==> src/rtl/pc_fetch_ctrl_if.sv <==
// Fetch-stage bus bundle: instruction-memory port, decode handoff and redirect inputs.
// The master side is the fetch controller; the slave side is memory/decode/redirect logic.
interface pc_fetch_ctrl_if #(
  parameter int ADDR_SIZE = 32,
  parameter int INST_LEN  = 32
);

  logic                 imem_req;
  logic [ADDR_SIZE-1:0] imem_addr;
  logic                 imem_ready;
  logic [INST_LEN-1:0]  imem_rdata;

  logic                 inst_valid;
  logic                 inst_ready;
  logic [INST_LEN-1:0]  inst;
  logic [ADDR_SIZE-1:0] inst_pc;

  logic                 br_valid;
  logic [ADDR_SIZE-1:0] br_target;
  logic                 trap_valid;
  logic [ADDR_SIZE-1:0] trap_target;

  modport master (
    output imem_req, imem_addr, inst_valid, inst, inst_pc,
    input  imem_ready, imem_rdata, inst_ready,
    input  br_valid, br_target, trap_valid, trap_target
  );

  modport slave (
    input  imem_req, imem_addr, inst_valid, inst, inst_pc,
    output imem_ready, imem_rdata, inst_ready,
    output br_valid, br_target, trap_valid, trap_target
  );

endinterface

==> src/rtl/pc_fetch_ctrl.sv <==
// Fetch-stage PC sequencer: one outstanding imem request, trap > branch > pc+4 selection,
// and a single-entry holding register that back-pressures fetch while decode stalls.
module pc_fetch_ctrl #(
  parameter int                   ADDR_SIZE    = 32,
  parameter int                   INST_LEN     = 32,
  parameter logic [ADDR_SIZE-1:0] RESET_VECTOR = 32'h8000_0000
) (
  input  logic             clk_i,
  input  logic             rst_ni,
  pc_fetch_ctrl_if.master  bus
);

  typedef enum logic [1:0] {
    IDLE = 2'd0,
    REQ  = 2'd1,
    DROP = 2'd2,
    HOLD = 2'd3
  } state_t;

  state_t               state_q, state_d;
  logic [ADDR_SIZE-1:0] pc_q, pc_d;
  logic [ADDR_SIZE-1:0] redirPc_q, redirPc_d;
  logic [INST_LEN-1:0]  inst_q, inst_d;

  logic                 redirValid;
  logic [ADDR_SIZE-1:0] redirRaw;
  logic [ADDR_SIZE-1:0] redirTarget;
  logic [ADDR_SIZE-1:0] pcSeq;

  // Trap wins over branch; redirect targets are forced word-aligned.
  assign redirValid  = bus.trap_valid | bus.br_valid;
  assign redirRaw    = bus.trap_valid ? bus.trap_target : bus.br_target;
  assign redirTarget = redirRaw & ~ADDR_SIZE'(3);
  assign pcSeq       = pc_q + ADDR_SIZE'(4);

  assign bus.imem_req   = (state_q == REQ) || (state_q == DROP);
  assign bus.imem_addr  = pc_q;
  assign bus.inst_valid = (state_q == HOLD);
  assign bus.inst       = inst_q;
  assign bus.inst_pc    = pc_q;

  always_ff @(posedge clk_i or negedge rst_ni) begin
    if (!rst_ni) begin
      state_q   <= IDLE;
      pc_q      <= RESET_VECTOR;
      redirPc_q <= RESET_VECTOR;
      inst_q    <= '0;
    end else begin
      state_q   <= state_d;
      pc_q      <= pc_d;
      redirPc_q <= redirPc_d;
      inst_q    <= inst_d;
    end
  end

  // DROP keeps the old address on the bus until the abandoned request completes,
  // parking the pending target in redirPc_q meanwhile.
  always_comb begin
    state_d   = state_q;
    pc_d      = pc_q;
    redirPc_d = redirPc_q;
    inst_d    = inst_q;
    case (state_q)
      IDLE: begin
        state_d = REQ;
        if (redirValid) begin
          pc_d = redirTarget;
        end
      end
      REQ: begin
        if (redirValid && bus.imem_ready) begin
          pc_d = redirTarget;
        end else if (redirValid) begin
          redirPc_d = redirTarget;
          state_d   = DROP;
        end else if (bus.imem_ready) begin
          inst_d  = bus.imem_rdata;
          state_d = HOLD;
        end
      end
      DROP: begin
        if (bus.imem_ready) begin
          pc_d    = redirValid ? redirTarget : redirPc_q;
          state_d = REQ;
        end else if (redirValid) begin
          redirPc_d = redirTarget;
        end
      end
      HOLD: begin
        if (redirValid) begin
          pc_d    = redirTarget;
          state_d = REQ;
        end else if (bus.inst_ready) begin
          pc_d    = pcSeq;
          state_d = REQ;
        end
      end
      default: begin
        state_d = IDLE;
      end
    endcase
  end

endmodule

==> src/flat_wrapper.sv <==
// flat-port wrapper written by rule: the top's interface ports become plain ports
module pc_fetch_ctrl_flat 
#(
  parameter int                   ADDR_SIZE    = 32,
  parameter int                   INST_LEN     = 32,
  parameter logic [ADDR_SIZE-1:0] RESET_VECTOR = 32'h8000_0000
)
  (clk_i, rst_ni, bus_imem_req, bus_imem_addr, bus_inst_valid, bus_inst, bus_inst_pc, bus_imem_ready, bus_imem_rdata, bus_inst_ready, bus_br_valid, bus_br_target, bus_trap_valid, bus_trap_target);
  pc_fetch_ctrl_if #(.ADDR_SIZE(ADDR_SIZE), .INST_LEN(INST_LEN)) bus_i ();
  input  logic clk_i;
  input  logic rst_ni;
  output wire logic [$bits(bus_i.imem_req)-1:0] bus_imem_req;
  output wire logic [$bits(bus_i.imem_addr)-1:0] bus_imem_addr;
  output wire logic [$bits(bus_i.inst_valid)-1:0] bus_inst_valid;
  output wire logic [$bits(bus_i.inst)-1:0] bus_inst;
  output wire logic [$bits(bus_i.inst_pc)-1:0] bus_inst_pc;
  input wire logic [$bits(bus_i.imem_ready)-1:0] bus_imem_ready;
  input wire logic [$bits(bus_i.imem_rdata)-1:0] bus_imem_rdata;
  input wire logic [$bits(bus_i.inst_ready)-1:0] bus_inst_ready;
  input wire logic [$bits(bus_i.br_valid)-1:0] bus_br_valid;
  input wire logic [$bits(bus_i.br_target)-1:0] bus_br_target;
  input wire logic [$bits(bus_i.trap_valid)-1:0] bus_trap_valid;
  input wire logic [$bits(bus_i.trap_target)-1:0] bus_trap_target;
  assign bus_imem_req = bus_i.imem_req;
  assign bus_imem_addr = bus_i.imem_addr;
  assign bus_inst_valid = bus_i.inst_valid;
  assign bus_inst = bus_i.inst;
  assign bus_inst_pc = bus_i.inst_pc;
  assign bus_i.imem_ready = bus_imem_ready;
  assign bus_i.imem_rdata = bus_imem_rdata;
  assign bus_i.inst_ready = bus_inst_ready;
  assign bus_i.br_valid = bus_br_valid;
  assign bus_i.br_target = bus_br_target;
  assign bus_i.trap_valid = bus_trap_valid;
  assign bus_i.trap_target = bus_trap_target;
  pc_fetch_ctrl #(.ADDR_SIZE(ADDR_SIZE), .INST_LEN(INST_LEN), .RESET_VECTOR(RESET_VECTOR)) u_core (.clk_i(clk_i), .rst_ni(rst_ni), .bus(bus_i));
endmodule
==> config.mk <==
export PLATFORM = sky130hd
export DESIGN_NAME = pc_fetch_ctrl_flat
export DESIGN_NICKNAME = d
export VERILOG_FILES = /design/src/rtl/pc_fetch_ctrl_if.sv /design/src/rtl/pc_fetch_ctrl.sv /design/src/flat_wrapper.sv
export SDC_FILE = /design/constraint.sdc
export NUM_CORES = 1
export LEC_CHECK = 0
export ABC_CLOCK_PERIOD_IN_PS = 2000
export CAP_MARGIN = 20
export CORE_MARGIN = 2
export CORE_UTILIZATION = 42
export DETAILED_ROUTE_END_ITERATION = 12
export PLACE_DENSITY = 0.75
export SLEW_MARGIN = 40
export SYNTH_ARGS = -nofsm -noshare
export SYNTH_HDL_FRONTEND = slang
export SYNTH_SLANG_ARGS = --single-unit
==> constraint.sdc <==
create_clock -name clk_i -period 2 [get_ports clk_i]
set_input_delay 0.4 -clock clk_i [delete_from_list [all_inputs] [get_ports clk_i]]
set_output_delay 0.4 -clock clk_i [all_outputs]
set_load 0.05 [all_outputs]
==> flow_summary.json <==
{
  "synth_ff_type": "dfrtp_1",
  "port_buffers": 195,
  "p_clk_share_pct": 12.6,
  "grt_overflow": 0,
  "final_common_cell": "buf_4",
  "die_h_microns": 125,
  "globalRoute.busiestLayer": "met2",
  "postSynthAreaPerCell_sq_um": 9.31,
  "met1_usage_pct": 31.6,
  "outcome": "finished, final reports clean",
  "report.final.slew_viol_count": 0,
  "clock-sinks": 98,
  "cts.path.max_buffers": 2,
  "fmax_mhz": 505,
  "dr.pass1.iters": 5,
  "dpl_cell_area_sq_um": 8350,
  "yosysWarnings": 0,
  "crit_chain": "clkdlybuf4s50_1",
  "via_per_inst": 5.73,
  "intPower_mw": 7.59,
  "worst_ep_arrival_time_ps": 1580,
  "layout_setup_ws_ps": 20.1,
  "cp_slowest_stage_delay_ps": 820,
  "post_drt_wl_per_cell_microns": 18.8,
  "leakagePower_nw": 3.77,
  "dp_slack_ps": -457,
  "period_share_pct": 99.0,
  "worst-path-stages": 1,
  "worst_setup_path_end_kind": "output pin",
  "power_density_nw_per_um2": 1770,
  "rsz0062_at_grt": "yes",
  "nFillCells": 1226,
  "gp_congestion": 0.865,
  "ys_seq_area_share_pct": 40.1,
  "synth_seq_cells": 98,
  "cts_tree": "built",
  "async_reset_ff_share_pct": 100,
  "clock_tree.root_cell": "clkbuf_16",
  "layout-drive-gt1-share_pct": 25.8,
  "ys_types": 64,
  "grt_pass1_vias": 6068,
  "pwr-share-seq_pct": 24.5,
  "critPathKind": "register to output pin",
  "ant_nets": 0,
  "worstRegToRegCells": 6,
  "syn_inst": 658,
  "crit_fanout": 3,
  "sw_frac_of_total_pct": 51.0,
  "drc_errors": 0,
  "worst-path-buf-inv": 1,
  "vias": 6009,
  "fin_skew_ps": 6.05,
  "cts_buffers": 9,
  "die_w_microns": 125,
  "grt_pass1_wl_microns": 31400,
  "met2_usage_pct": 39.3,
  "postCtsSetupBuffers": 0,
  "gr-usage-met3_pct": 8.16,
  "vdd_drop_max_uv": 1130,
  "holdCritPathClass": "primary input to asynchronous set/reset pin",
  "holdBufCountCts": 0,
  "finalHoldViolCount": 0,
  "core-area_sq_um": 14400,
  "nNetsFinal": 966,
  "comb_power_share_pct": 63.0,
  "synth_edf_count": 0,
  "clock_latency_ps": 360,
  "netlist_area_sq_um": 6130,
  "dp_hpwl_microns": 14500,
  "min_period_ps": 1980,
  "start_util_pct": 42.6,
  "path_clk_slew_ps": 70,
  "finalSetupViolations": 0,
  "most-common-layout-cells": "buf_4, clkdlybuf4s50_1, dfrtp_1",
  "io_pins": 200,
  "postLayoutCellArea_sq_um": 8770,
  "htreeDepth": 3,
  "wirelength_microns": 19700,
  "grt_antenna_before_repair": 1,
  "slew_headroom_pct": 63.8,
  "cp.required_ps": 1600,
  "grt_max_degree": 46,
  "cp-start-kind": "register",
  "slowest_stage": "clkdlybuf4s50_1",
  "worst_pin_slew_ps": 542,
  "dieArea_sq_um": 15600,
  "row_count": 44,
  "drv_cap": 0,
  "power.switching_mw": 7.89,
  "track_usage_pct": 25.0,
  "syn2layout_area_growth_pct": 43.1,
  "crit_family": "buffers and inverters",
  "drtIter0Drc": 494,
  "syn_nets": 765
}
[path summary, 6_finish.rpt]
path | startpoint | end | slack, ps
worst max-delay path | u_core.bus.imem_addr[0] | bus_imem_addr[0] | 20
worst min-delay path | rst_ni | u_core.state_q[0] | 7
worst max register to register | u_core.state_q[1] | u_core.bus.imem_addr[13] | 80
worst min register to register | u_core.bus.inst[31] | u_core.bus.inst[31] | 500
max in group asynchronous | rst_ni | u_core.bus.imem_addr[5] | 1310
min in group clk_i | u_core.bus.inst[31] | u_core.bus.inst[31] | 500
[registers in the layout, indices dropped and copies added (netlist names)]
register / cells
u_core.state_q: 2
u_core.bus.imem_addr: 32
u_core.redirPc_q: 32
u_core.bus.inst: 32
[through the flow]
stage               util, %  hold slack, ps  power (mW)  std cells  TNS [ps]
floorplan                 -             104        10.4        658     -2450
global placement       58.1             401        13.2       1030    -25940
detailed placement     58.1             403        13.4       1030    -28930
CTS                    60.5            21.5        15.4       1046         0
global route           61.0            41.9        16.3       1049     -4.57
finish                 61.0            6.86        15.5       1049         0
[cells in the mapped netlist, types with 6 or more instances]
cell | count | area, sq um
buf_4 | 35 | 263
mux2i_1 | 36 | 360
a21oi_1 | 45 | 225
a22oi_1 | 8 | 60.1
o21a_1 | 7 | 52.6
nor3_1 | 17 | 85.1
o21ai_0 | 30 | 150
nor2_1 | 71 | 267
and3_1 | 9 | 56.3
nand3_1 | 15 | 75.1
o2bb2ai_1 | 8 | 70.1
clkbuf_1 | 23 | 86.3
o22a_1 | 6 | 52.6
nand2b_1 | 9 | 56.3
a2bb2oi_1 | 7 | 61.3
buf_2 | 20 | 100
dfrtp_1 | 96 | 2400
mux2_2 | 32 | 360
nand2_1 | 33 | 124
o21bai_1 | 9 | 67.6
inv_1 | 11 | 41.3
a22o_1 | 7 | 61.3
nand4_1 | 8 | 50.1
o211ai_1 | 15 | 113
a31oi_1 | 18 | 113
[power groups by stage]
stage	clock network, mW	registers (mW)	logic [mW]
floorplan	0	5.97	4.47
global placement	0	3.73	9.45
detailed placement	0	3.81	9.58
CTS	1.97	3.78	9.64
global route	2.05	3.93	10.3
finish	1.94	3.79	9.75
[timing repair]
| action | CTS | global route |
|---|---|---|
| cloned | 0 | 2 |
| pin swaps | 1 | 3 |
| endpoints found under the setup margin | 43 | 46 |
| resized for setup | 7 | 18 |
[final cells by class]
class                   count  area, sq um  share of cell area [%]
diodes                      1         2.50                  0.0285
clock buffers               9          225                    2.57
clock inverters             7          103                    1.17
inverters                  11         41.3                   0.471
multi-input cells         467         3220                    36.7
flip-flops and latches     98         2460                    28.1
well taps                 184          230                    2.63
repair buffers            272         2480                    28.3
[cells by family after synthesis]
kind of cell / share of synthesized area, %
XOR/XNOR: 0.429
buffers and inverters: 8.76
flip-flops: 40.1
AO/OA/AOI/OAI: 21.7
AND/OR/NAND/NOR: 15.5
adder cells (fa/ha/maj): 1.02
multiplexers: 12.5
[layer usage]
layer,vias to the layer above,routed length [microns]
met5,-,0
met4,0,538
met3,42,2030
met2,307,9070
met1,2852,8050
li1,2808,-
Note: power is estimated with default switching activity, not from simulation.
